## src/rtl/wb_deserializer_out.sv

```systemverilog
// Serial-link receiver: rebuilds a 27-bit, three-symbol frame and exposes it on a Wishbone slave.
// Optional `WB_DESERIALIZER_IRQ_EN adds a registered irq_o = valid | ovr | frm_err.
//
// state | meaning
// IDLE  | line idle, waiting for a start edge (only state with busy=0)
// START | half-bit wait, confirm start bit is still low
// DATA  | sample 27 payload bits MSB first, one per bit period
// STOP  | sample stop bit, then load the frame or flag a framing error
module wb_deserializer_out #(
    parameter int CLKS_PER_BIT = 4,
    parameter int SYNC_STAGES  = 2,
    parameter int ADDR_SIZE    = 2
) (
    input  logic        CLK_I,
    input  logic        RST_NI,
    input  logic        data_i,
    input  logic        CYC_I,
    input  logic        STB_I,
    input  logic        WE_I,
    input  logic [31:0] ADR_I,
    input  logic [31:0] DAT_I,
    output logic        ACK_O,
    output logic        ERR_O,
    output logic [31:0] DAT_O
`ifdef WB_DESERIALIZER_IRQ_EN
    ,
    output logic        irq_o
`endif
);

    localparam int CNT_W = (CLKS_PER_BIT > 2) ? $clog2(CLKS_PER_BIT) : 1;
    localparam logic [CNT_W-1:0] HALF_M1 = CNT_W'(CLKS_PER_BIT / 2 - 1);
    localparam logic [CNT_W-1:0] FULL_M1 = CNT_W'(CLKS_PER_BIT - 1);
    localparam logic [ADDR_SIZE-1:0] A_DATA   = ADDR_SIZE'(0);
    localparam logic [ADDR_SIZE-1:0] A_STATUS = ADDR_SIZE'(1);
    localparam logic [ADDR_SIZE-1:0] A_CTRL   = ADDR_SIZE'(2);

    typedef enum logic [1:0] {IDLE, START, DATA, STOP} state_t;

    state_t                 state_q, state_d;
    logic [SYNC_STAGES-1:0] sync_q;
    logic [CNT_W-1:0]       cnt_q, cnt_d;
    logic [4:0]             bit_q, bit_d;
    logic [26:0]            sh_q, sh_d;
    logic [26:0]            data_q, data_d;
    logic                   valid_q, valid_d;
    logic                   ovr_q, ovr_d;
    logic                   frm_q, frm_d;
    logic                   en_q, en_d;
    logic                   rxs, load, frm_set, busy;
    logic                   req, sel_data, sel_status, sel_ctrl, mapped, legal;
    logic                   rd_data_ack, st_wr, ctrl_wr;
    logic                   unused_ok;

    assign rxs       = sync_q[SYNC_STAGES-1];
    assign busy      = (state_q != IDLE);
    assign unused_ok = ^{ADR_I[31:ADDR_SIZE], DAT_I[31:3]};

    // Sample counter is a down-counter; every action happens at terminal count 0.
    always_comb begin
        state_d = state_q;
        cnt_d   = cnt_q;
        bit_d   = bit_q;
        sh_d    = sh_q;
        load    = 1'b0;
        frm_set = 1'b0;
        case (state_q)
            IDLE: begin
                if (en_q && !rxs) begin
                    state_d = START;
                    cnt_d   = HALF_M1;
                end
            end
            START: begin
                if (cnt_q == '0) begin
                    if (!rxs) begin
                        state_d = DATA;
                        cnt_d   = FULL_M1;
                        bit_d   = 5'd0;
                    end else begin
                        state_d = IDLE;
                    end
                end else begin
                    cnt_d = cnt_q - CNT_W'(1);
                end
            end
            DATA: begin
                if (cnt_q == '0) begin
                    sh_d  = {sh_q[25:0], rxs};
                    cnt_d = FULL_M1;
                    if (bit_q == 5'd26) state_d = STOP;
                    else                bit_d   = bit_q + 5'd1;
                end else begin
                    cnt_d = cnt_q - CNT_W'(1);
                end
            end
            STOP: begin
                if (cnt_q == '0) begin
                    load    = rxs;
                    frm_set = !rxs;
                    state_d = IDLE;
                end else begin
                    cnt_d = cnt_q - CNT_W'(1);
                end
            end
            default: state_d = IDLE;
        endcase
    end

    always_comb begin
        req         = CYC_I & STB_I;
        sel_data    = (ADR_I[ADDR_SIZE-1:0] == A_DATA);
        sel_status  = (ADR_I[ADDR_SIZE-1:0] == A_STATUS);
        sel_ctrl    = (ADR_I[ADDR_SIZE-1:0] == A_CTRL);
        mapped      = sel_data | sel_status | sel_ctrl;
        legal       = !(WE_I & sel_data);
        ACK_O       = req & mapped & legal;
        ERR_O       = req & !(mapped & legal);
        rd_data_ack = ACK_O & !WE_I & sel_data;
        st_wr       = ACK_O & WE_I & sel_status;
        ctrl_wr     = ACK_O & WE_I & sel_ctrl;
        DAT_O       = 32'd0;
        if (ACK_O && !WE_I) begin
            if (sel_data)        DAT_O = {5'd0, data_q};
            else if (sel_status) DAT_O = {28'd0, busy, frm_q, ovr_q, valid_q};
            else                 DAT_O = {31'd0, en_q};
        end
    end

    // A set event always beats a same-cycle clear.
    always_comb begin
        data_d  = load ? sh_q : data_q;
        valid_d = load ? 1'b1 : (rd_data_ack ? 1'b0 : valid_q);
        ovr_d   = (load & valid_q & !rd_data_ack) ? 1'b1 : ((st_wr & DAT_I[1]) ? 1'b0 : ovr_q);
        frm_d   = frm_set ? 1'b1 : ((st_wr & DAT_I[2]) ? 1'b0 : frm_q);
        en_d    = ctrl_wr ? DAT_I[0] : en_q;
    end

    always_ff @(posedge CLK_I or negedge RST_NI) begin
        if (!RST_NI) begin
            state_q <= IDLE;
            sync_q  <= '1;
            cnt_q   <= '0;
            bit_q   <= '0;
            sh_q    <= '0;
            data_q  <= '0;
            valid_q <= 1'b0;
            ovr_q   <= 1'b0;
            frm_q   <= 1'b0;
            en_q    <= 1'b0;
        end else begin
            state_q <= state_d;
            sync_q  <= {sync_q[SYNC_STAGES-2:0], data_i};
            cnt_q   <= cnt_d;
            bit_q   <= bit_d;
            sh_q    <= sh_d;
            data_q  <= data_d;
            valid_q <= valid_d;
            ovr_q   <= ovr_d;
            frm_q   <= frm_d;
            en_q    <= en_d;
        end
    end

`ifdef WB_DESERIALIZER_IRQ_EN
    logic irq_q;
    always_ff @(posedge CLK_I or negedge RST_NI) begin
        if (!RST_NI) irq_q <= 1'b0;
        else         irq_q <= valid_q | ovr_q | frm_q;
    end
    assign irq_o = irq_q;
`endif

endmodule

```

## config.mk

```make
export PLATFORM = sky130hd
export DESIGN_NAME = wb_deserializer_out
export DESIGN_NICKNAME = d
export VERILOG_FILES = /design/src/rtl/wb_deserializer_out.sv
export SDC_FILE = /design/constraint.sdc
export NUM_CORES = 1
export LEC_CHECK = 0
export BUFFER_PORTS_ARGS = -buffer_cell sky130_fd_sc_hd__buf_2
export CORE_ASPECT_RATIO = 0.8
export CORE_UTILIZATION = 50
export CTS_CLUSTER_SIZE = 20
export DETAILED_ROUTE_END_ITERATION = 10
export GPL_TIMING_DRIVEN = 0
export HOLD_SLACK_MARGIN = 0.1
export PLACE_DENSITY = 0.87
export SLEW_MARGIN = 20
export SYNTH_ARGS = -nofsm -noshare
export SYNTH_HDL_FRONTEND = slang
export SYNTH_SLANG_ARGS = --single-unit
```

## constraint.sdc

```tcl
create_clock -name CLK_I -period 5.5 [get_ports CLK_I]
set_clock_uncertainty 0.2 [all_clocks]
set_input_delay 1.1 -clock CLK_I [delete_from_list [all_inputs] [get_ports CLK_I]]
set_output_delay 1.1 -clock CLK_I [all_outputs]
set_load 0.005 [all_outputs]
```

---- Word-level counts from Yosys, hierarchy flattened ----
Index checks and enable logic that the tools add are counted.
storage, ports and cells
  flip-flop bits (word level) ............. 69
  bits in latches ......................... 0
  memory bits (writable) .................. 0
  bits in read-only memories .............. 0
  bits of input ports ..................... 70
  output and inout port bits .............. 34
  logic and storage cells ................. 93
  memories ................................ 0
operators by class
  $add $sub $neg .......................... 2
  multipliers ............................. 0
  div/mod/pow operators ................... 0
  order comparisons ....................... 0
  eq/ne operators ......................... 15
  shift operators ......................... 0
  muxes and demuxes ....................... 30
  bitwise logic cells ..................... 17
  reductions and logical operators ........ 19
operators with widths
  cell                                               count
  2-to-1 mux 27 bit                                  2
  2-to-1 mux 2 bit                                   10
  2-to-1 mux 5 bit                                   4
  inequality test 2 bit (second input constant)      8
  case mux 2 bit (4 select lines)                    2
  AND 1 bit                                          15
  2-to-1 mux 1 bit                                   10
  case mux 5 bit (2 select lines)                    1
  AND reduction 5 bit                                2
  nonzero test 2 bit                                 5
  == test 2 bit (second input constant)              3
  logical NOT 2 bit                                  3
  adder 5 x 1 -> 5 bit (second input constant)       1
  == test 5 bit (second input constant)              1
  logical NOT 1 bit                                  5
  == test 2 x 1 -> 1 bit (second input constant)     2
  2-to-1 mux 4 bit                                   1
  inequality test 3 bit (second input constant)      1
  AND reduction 3 bit                                1
  logical AND 1 bit                                  2
  OR 1 bit                                           2
  AND reduction 2 bit                                1
  subtractor 2 x 1 -> 2 bit (second input constant)  1

---- Longest topological paths before layout ----
Gate-level depths: netlist of run 1.
  depth after elaboration ................. 10
  mapped depth ............................ 7
  depth with buffers taken out ............ 6

---- Worst setup path after synthesis of run 1 ----
Ideal clock, no wire load.
  path kind ............................... input to output
  from .................................... input port ADR_I[0]
  to ...................................... output port DAT_O[10]
  arrival time ............................ 1.883 ns
  data required time ...................... 4.200 ns
  setup slack ............................. 2.317 ns
  stages on the path ...................... 4
  buffers on the path ..................... 2
  path through ............................ buf_4 -> nor4_4 -> buf_4 -> and2_1
between the ends
  word-level cells in the longest chain between the ends .. 7
  elaborated cells on any way between the ends .. 12
  classes of those cells .................. eq/ne (2); mux (2); bitwise (5); reduce/logical (3)
ends and longest elaborated chain
  what                                                                RTL line  source
  from (decl)                                                         20        input logic [31:0] ADR_I,
  == test 2 x 1 -> 1 bit / logical NOT 2 bit (equally long branches)  113, 112
  OR 1 bit (2 in a row)                                               115       mapped = sel_data | sel_status | sel_ctrl;
  AND 1 bit (2 in a row)                                              117       ACK_O = req & mapped & legal;
  logical AND 1 bit                                                   123       if (ACK_O && !WE_I) begin
  2-to-1 mux 27 bit *                                                 123
  to (decl)                                                           24        output logic [31:0] DAT_O
Mark *: on every way between the ends. The rest lies on a longest branch, timed or not.

---- Worst setup path in the final report of run 1 ----
  from .................................... input port CYC_I
  to ...................................... output port DAT_O[20]
between the ends
  word-level cells in the longest chain between the ends .. 5
ends and longest elaborated chain
  what                    RTL line  source
  from (decl)             17        input logic CYC_I,
  AND 1 bit               111       req = CYC_I & STB_I;
  AND 1 bit (2 in a row)  117
  logical AND 1 bit       123
  2-to-1 mux 27 bit       123
No other way between the ends.

==> impl_metrics.ini, run 1 <==
[global_route]
antenna_found_initial = 0
grt_usage_pct = 19.4
overflow = 0
grt_pass1_vias = 2057
met2_usage_pct = 32.0
grt_max_degree = 41
grt_pass1_wl_mm = 9.72
grt-busiest-layer = met2
grtUsageMet1_pct = 23.3
use_met3_pct = 8.49

[route]
drt-initial-drc-count = 83
wl_per_cell_um = 14.8
dr.pass1.iters = 4
num_vias = 2046
drt-vias-per-instance = 5.26
wirelength_mm = 5.77
ant_nets = 0
drc = 0

[critical_path]
critPathTopFamily = simple AND/OR/NAND/NOR gates
reg2regPathDepth = 6
crit_type = input port to primary output
crit_path_start_kind = input port
path_buf_inv = 3
worstPathRequired_ns = 4.20
end_kind = primary output
cp_cell_sequence = buf_2 > nand2_1 > nor4_4 > buf_4 > and2_1 > buf_2
slowest_stage = nor4_4
path_max_fanout = 10
critPathArrivalTime_ns = 2.24
cp.depth = 6
slowest_delay_ns = 0.37
cpMostUsedCell = buf_2

[floorplan]
initial_utilization_pct = 53.2
die_w_um = 91.9
coreArea_um2 = 6070
ios = 104
row_count = 25
die_h_um = 73.9
dieArea_um2 = 6790

[sta]
period_share_pct = 64.3
finalHoldViolations = 0
fmax_ghz = 0.283
fin_setup_tns_ns = 0
slew_viol_final = 0
rsz0062_at_grt = false
finalCriticalPeriod_ns = 3.54
setup_viol = 0

[logic_synthesis]
synthTopCellsByCount = 67 x dfrtp_1, 46 x mux2_2, 23 x and2_1, 11 x inv_1, 10 x buf_4
synth-edff-count = 0
ys_types = 40
seq_area_frac_synth_pct = 53.5
yosysTopAreaCell = dfrtp_1
ys_ff_latch = 69
yosys-top-cells-area = dfrtp_1 52%, mux2_2 16%, and2_1 4.5%
yosysMostFrequentCell = dfrtp_1
netlist_instances = 250
synth_flop_cell = dfrtp_1
yosysTopAreaCellShare_pct = 51.9
async_flop_share_pct = 100
yosysWarningCount = 0
avgSynthCellArea_um2 = 12.9
synth_area_um2 = 3230

[final_layout]
num_antenna_cells = 0
drive_gt1_share_pct = 43.8
areaGrowthSynthToFinish_pct = 17.7
fin_nets = 380

[cts]
cts_sinks = 69
postCtsHoldBufs = 0
cts_setup_buffers = 0
clk_latency_ns = 0.35
cts-resized-gates = 0
cts.htree.levels = 3
clk_pin_slew_ns = 0.07
cts_tree = done
numCtsBuffers = 9
root_buffer = clkbuf_8
clock_path_buffers = 2

[pwr]
power-per-cell-area_nw_per_um2 = 375
p_total_mw = 1.42
peakVddDrop_v = 0.000210
power.leakage_nw = 1.99

[placement]
globalplace.congestion = 0.760
port_buffers = 37
place_hpwl_mm = 3.98

[flow_run]
drv_cap = 0

[hold_path]
holdPathStages = 0
hold_path.class = flop to flop

[status]
status = completed
## state kept, by name (all words and copies together), names as in the netlist, named ones only
signal	cells
sh_q	27
cnt_q	2
bit_q	5
ovr_q	1
valid_q	1
en_q	1
state_q	1
sync_q	2
data_q	27
frm_q	1
## kinds of logic (layout without fill, tap and decap cells)
group / count (synthesis) / count (layout) / share of synthesized area, %
AOI/OAI and AO/OA: 23 / 23 / 4.96
adders and majority gates: 7 / 7 / 2.71
buffers and inverters: 27 / 81 / 5.31
DFF: 69 / 69 / 53.5
muxes: 60 / 60 / 21.6
other: 1 / 5 / 0.116
and+or+nand+nor: 63 / 63 / 11.7
## power by group
group	internal, mW	total, mW	switching [mW]
clock network	0.303	0.507	0.203
logic	0.140	0.316	0.176
registers	0.561	0.601	0.0399
## path summary, 6_finish.rpt
check	end	startpoint	slack, ns
setup / recovery	DAT_O[20]	CYC_I	1.96
hold / removal	sync_q[1]	sync_q[0]	0.16
setup reg to reg	sh_q[11]	state_q[0]	3.49
hold reg to reg	sync_q[1]	sync_q[0]	0.16
max in group asynchronous	sh_q[22]	RST_NI	4.11
min in group asynchronous	data_q[16]	RST_NI	0.47
## cell type report
class / instances / area [µm²]
well taps: 81 / 101
inverters: 11 / 41.3
repair buffers: 38 / 208
flip-flops and latches: 69 / 1730
clock inverters: 7 / 123
fillers: 470 / 2270
clock buffers: 9 / 124
multi-input cells: 158 / 1340
plain buffers: 16 / 130
## stage by stage
| stage | hold slack, ns | area (µm²) | worst slack, ns | util [%] | instances |
|---|---|---|---|---|---|
| after global routing | 0.162 | 3800 | 1.87 | 62.6 | 389 |
| after global placement | 0.146 | 3530 | 2.00 | 58.2 | 372 |
| after floorplan | 0.145 | 3240 | 2.32 | - | 254 |
| after CTS | 0.161 | 3800 | 1.96 | 62.6 | 389 |
| final | 0.159 | 3800 | 1.96 | 62.6 | 389 |
| after detailed placement | 0.151 | 3550 | 1.97 | 58.6 | 373 |
## placed cells by master, fill, tap and decap left out, types with 3 or more instances in the layout
master / instances
and2_1: 23
inv_1: 11
a31oi_1: 3
nor4_1: 3
o21ai_0: 6
nand2_1: 9
clkbuf_8: 9
bufinv_16: 3
mux2i_1: 6
conb_1: 5
nand3_1: 3
buf_6: 4
mux2_4: 8
buf_2: 38
buf_4: 11
dfrtp_1: 67
ha_1: 7
mux2_2: 46
nor2_1: 6
nor3_1: 3
a21oi_1: 5
## routing by layer
metal  wire [µm]  part of all wire, %  up-vias
met1        2680                   46     1030
met2        2730                   47       49
met4          58                  1.0        0
li1            -                    -      959
met3         300                  5.2        8
met5           0                    0        -
Note: power is estimated with default switching activity, not from simulation.
==> run 2, diff against run 1 <==
- ABC_AREA: default -> 1
- CORE_UTILIZATION: 50 -> 46
- PLACE_DENSITY: 0.87 -> 0.84
- clock period: 5.5 -> 2.9 ns (I/O delays scaled with it)
==> run 2 against run 1 <==
Cell count rose by 40%. Combinational power increased by 110%. Global-route usage increased by 0.16 points. Synthesized area shrank 0.23%. Critical endpoint is now DAT_O[4]. Clock power grew 51%. Via count up 27%. Die area increased by 8.2%. Worst setup slack got worse by 1.6 ns.
==> impl_metrics.ini, run 2 <==
[final_layout]
drive_gt1_share_pct = 18.0
fin_nets = 533
num_antenna_cells = 0
reg_top3 = data_q: 27 flops, sh_q: 27 flops, bit_q: 5 flops
final_cell_mix = 93 x nand2_1, 71 x inv_1, 67 x dfrtp_1
layout_commonest_cell = nand2_1
areaGrowthSynthToFinish_pct = 17.0

[pwr]
p_total_mw = 2.58
peakVddDrop_v = 0.000372
power-per-cell-area_nw_per_um2 = 685
power.leakage_nw = 1.81

[critical_path]
slowest_delay_ns = 0.30
cp_cell_sequence = buf_2 > nand2_1 > inv_1 > nand4_1 > buf_2 > nor2_1 > buf_2
end_kind = primary output
crit_path_start_kind = input port
crit_type = input port to primary output
path_max_fanout = 10
reg2reg_to = sh_q[0]
reg2regPathDepth = 6
slowest_stage = buf_2
cpMostUsedCell = buf_2
critPathArrivalTime_ns = 1.73
ff2ff_setup_slack_ns = 0.99
worstPathRequired_ns = 2.12
r2r-start = state_q[0]

[global_route]
antenna_found_initial = 0
grt_pass1_wl_mm = 11.1
grt_max_degree = 56
overflow = 0
grt_pass1_vias = 2484
grt_usage_pct = 19.5

[logic_synthesis]
yosysTopAreaCellShare_pct = 52.0
yosys-top-cells-area = dfrtp_1 52%, nand2_1 11%, inv_1 8.3%
synth_area_um2 = 3220
seq_area_frac_synth_pct = 53.7
synthTopCellsByCount = 93 x nand2_1, 71 x inv_1, 67 x dfrtp_1, 41 x nor2_1, 33 x o21ai_1
avgSynthCellArea_um2 = 8.05
async_flop_share_pct = 100
yosysMostFrequentCell = nand2_1
synth-edff-count = 0
ys_ff_latch = 69
synth_flop_cell = dfrtp_1
yosysWarningCount = 0
netlist_instances = 400
ys_types = 25
yosysTopAreaCell = dfrtp_1

[sta]
whs_ns = 0.139
fin_setup_tns_ns = 0
setup_viol = 0
finalHoldViolations = 0
period_share_pct = 86.7
fin_ws_ns = 0.385
rsz0062_at_grt = false
fmax_ghz = 0.398
finalCriticalPeriod_ns = 2.51
slew_viol_final = 0

[route]
drc = 0
drt-vias-per-instance = 4.77
drt-initial-drc-count = 142
ant_nets = 0
wl_per_cell_um = 11.8
num_vias = 2600
dr.pass1.iters = 4
wirelength_mm = 6.41

[cts]
clk_pin_slew_ns = 0.07
clock_path_buffers = 2
numCtsBuffers = 9
cts_tree = done
cts_setup_buffers = 0
cts.htree.levels = 3
clk_latency_ns = 0.34
cts_sinks = 69
root_buffer = clkbuf_8

[flow_run]
drv_cap = 0

[floorplan]
die_w_um = 95.6
ios = 104
row_count = 26
initial_utilization_pct = 49.0
dieArea_um2 = 7350
die_h_um = 76.9
coreArea_um2 = 6570

[hold_path]
holdPathStages = 1
min_to = sync_q[0]
hold_path.class = input port to flop
min_from = data_i

[status]
status = completed

[placement]
globalplace.congestion = 0.857
port_buffers = 39
post-place-ws_ns = 0.412
place_hpwl_mm = 4.71
run 2: cell families after synthesis:
family	count (synthesis)	synth area share [%]
AO/OA/AOI/OAI	69	10.8
XOR/XNOR	3	0.816
buffers and inverters	94	12.2
flip-flops	69	53.7
other	1	0.116
adder cells (fa/ha/maj)	7	2.72
AND/OR/NAND/NOR	157	19.8
run 2: repair_timing:
item / 4_1_cts / 5_1_grt
endpoints found under the hold margin: 12 / 0
hold buffers: 1 / 0
resized for setup: 0 / 0
run 2: worst max-delay path: cells and delay by family:
kind	cells	cell delay (ns)
buffers and inverters	4	0.63
and+or+nand+nor	3	0.51
run 2: how the worst max path moves through the flow:
| stage | start | endpoint | slack (ns) | depth (start not counted) |
|---|---|---|---|---|
| 6_report | CYC_I | DAT_O[4] | 0.39 | 7 |
| 5_1_grt | CYC_I | DAT_O[4] | 0.27 | 7 |
| 4_1_cts | CYC_I | DAT_O[4] | 0.41 | 7 |
| 3_5_place_dp | CYC_I | DAT_O[4] | 0.41 | 7 |
| 3_3_place_gp | ADR_I[1] | DAT_O[4] | 0.43 | 6 |
| 2_1_floorplan | CYC_I | DAT_O[10] | 0.91 | 5 |
run 2: area by class of cell:
type	count	area [µm²]
inverter	75	282
timing repair buffer	41	235
multi-input combinational	241	1120
fill	607	2800
buffer	19	110
clock buffer	11	141
clock inverter	5	50.0
tap	84	105
sequential	69	1730
run 2: per-layer routing:
metal	global-route usage [%]	vias up	wire length, µm
met4	6.27	0	100
met5	0	-	0
met2	31.0	69	3010
met1	25.4	1193	3010
met3	5.85	10	290
li1	-	1328	-
run 2: report_power, final:
| group | switching, mW | internal (mW) | total, mW |
|---|---|---|---|
| clock | 0.353 | 0.415 | 0.768 |
| sequential | 0.0762 | 1.08 | 1.16 |
| combinational | 0.430 | 0.226 | 0.656 |
| total | 0.859 | 1.72 | 2.58 |
run 2: metrics by stage:
stage	cells	cell area, µm²	utilization (%)
after floorplan	404	3240	-
after global placement	527	3540	53.8
after detailed placement	528	3570	54.3
after CTS	545	3770	57.3
after global routing	545	3770	57.3
final	545	3770	57.3
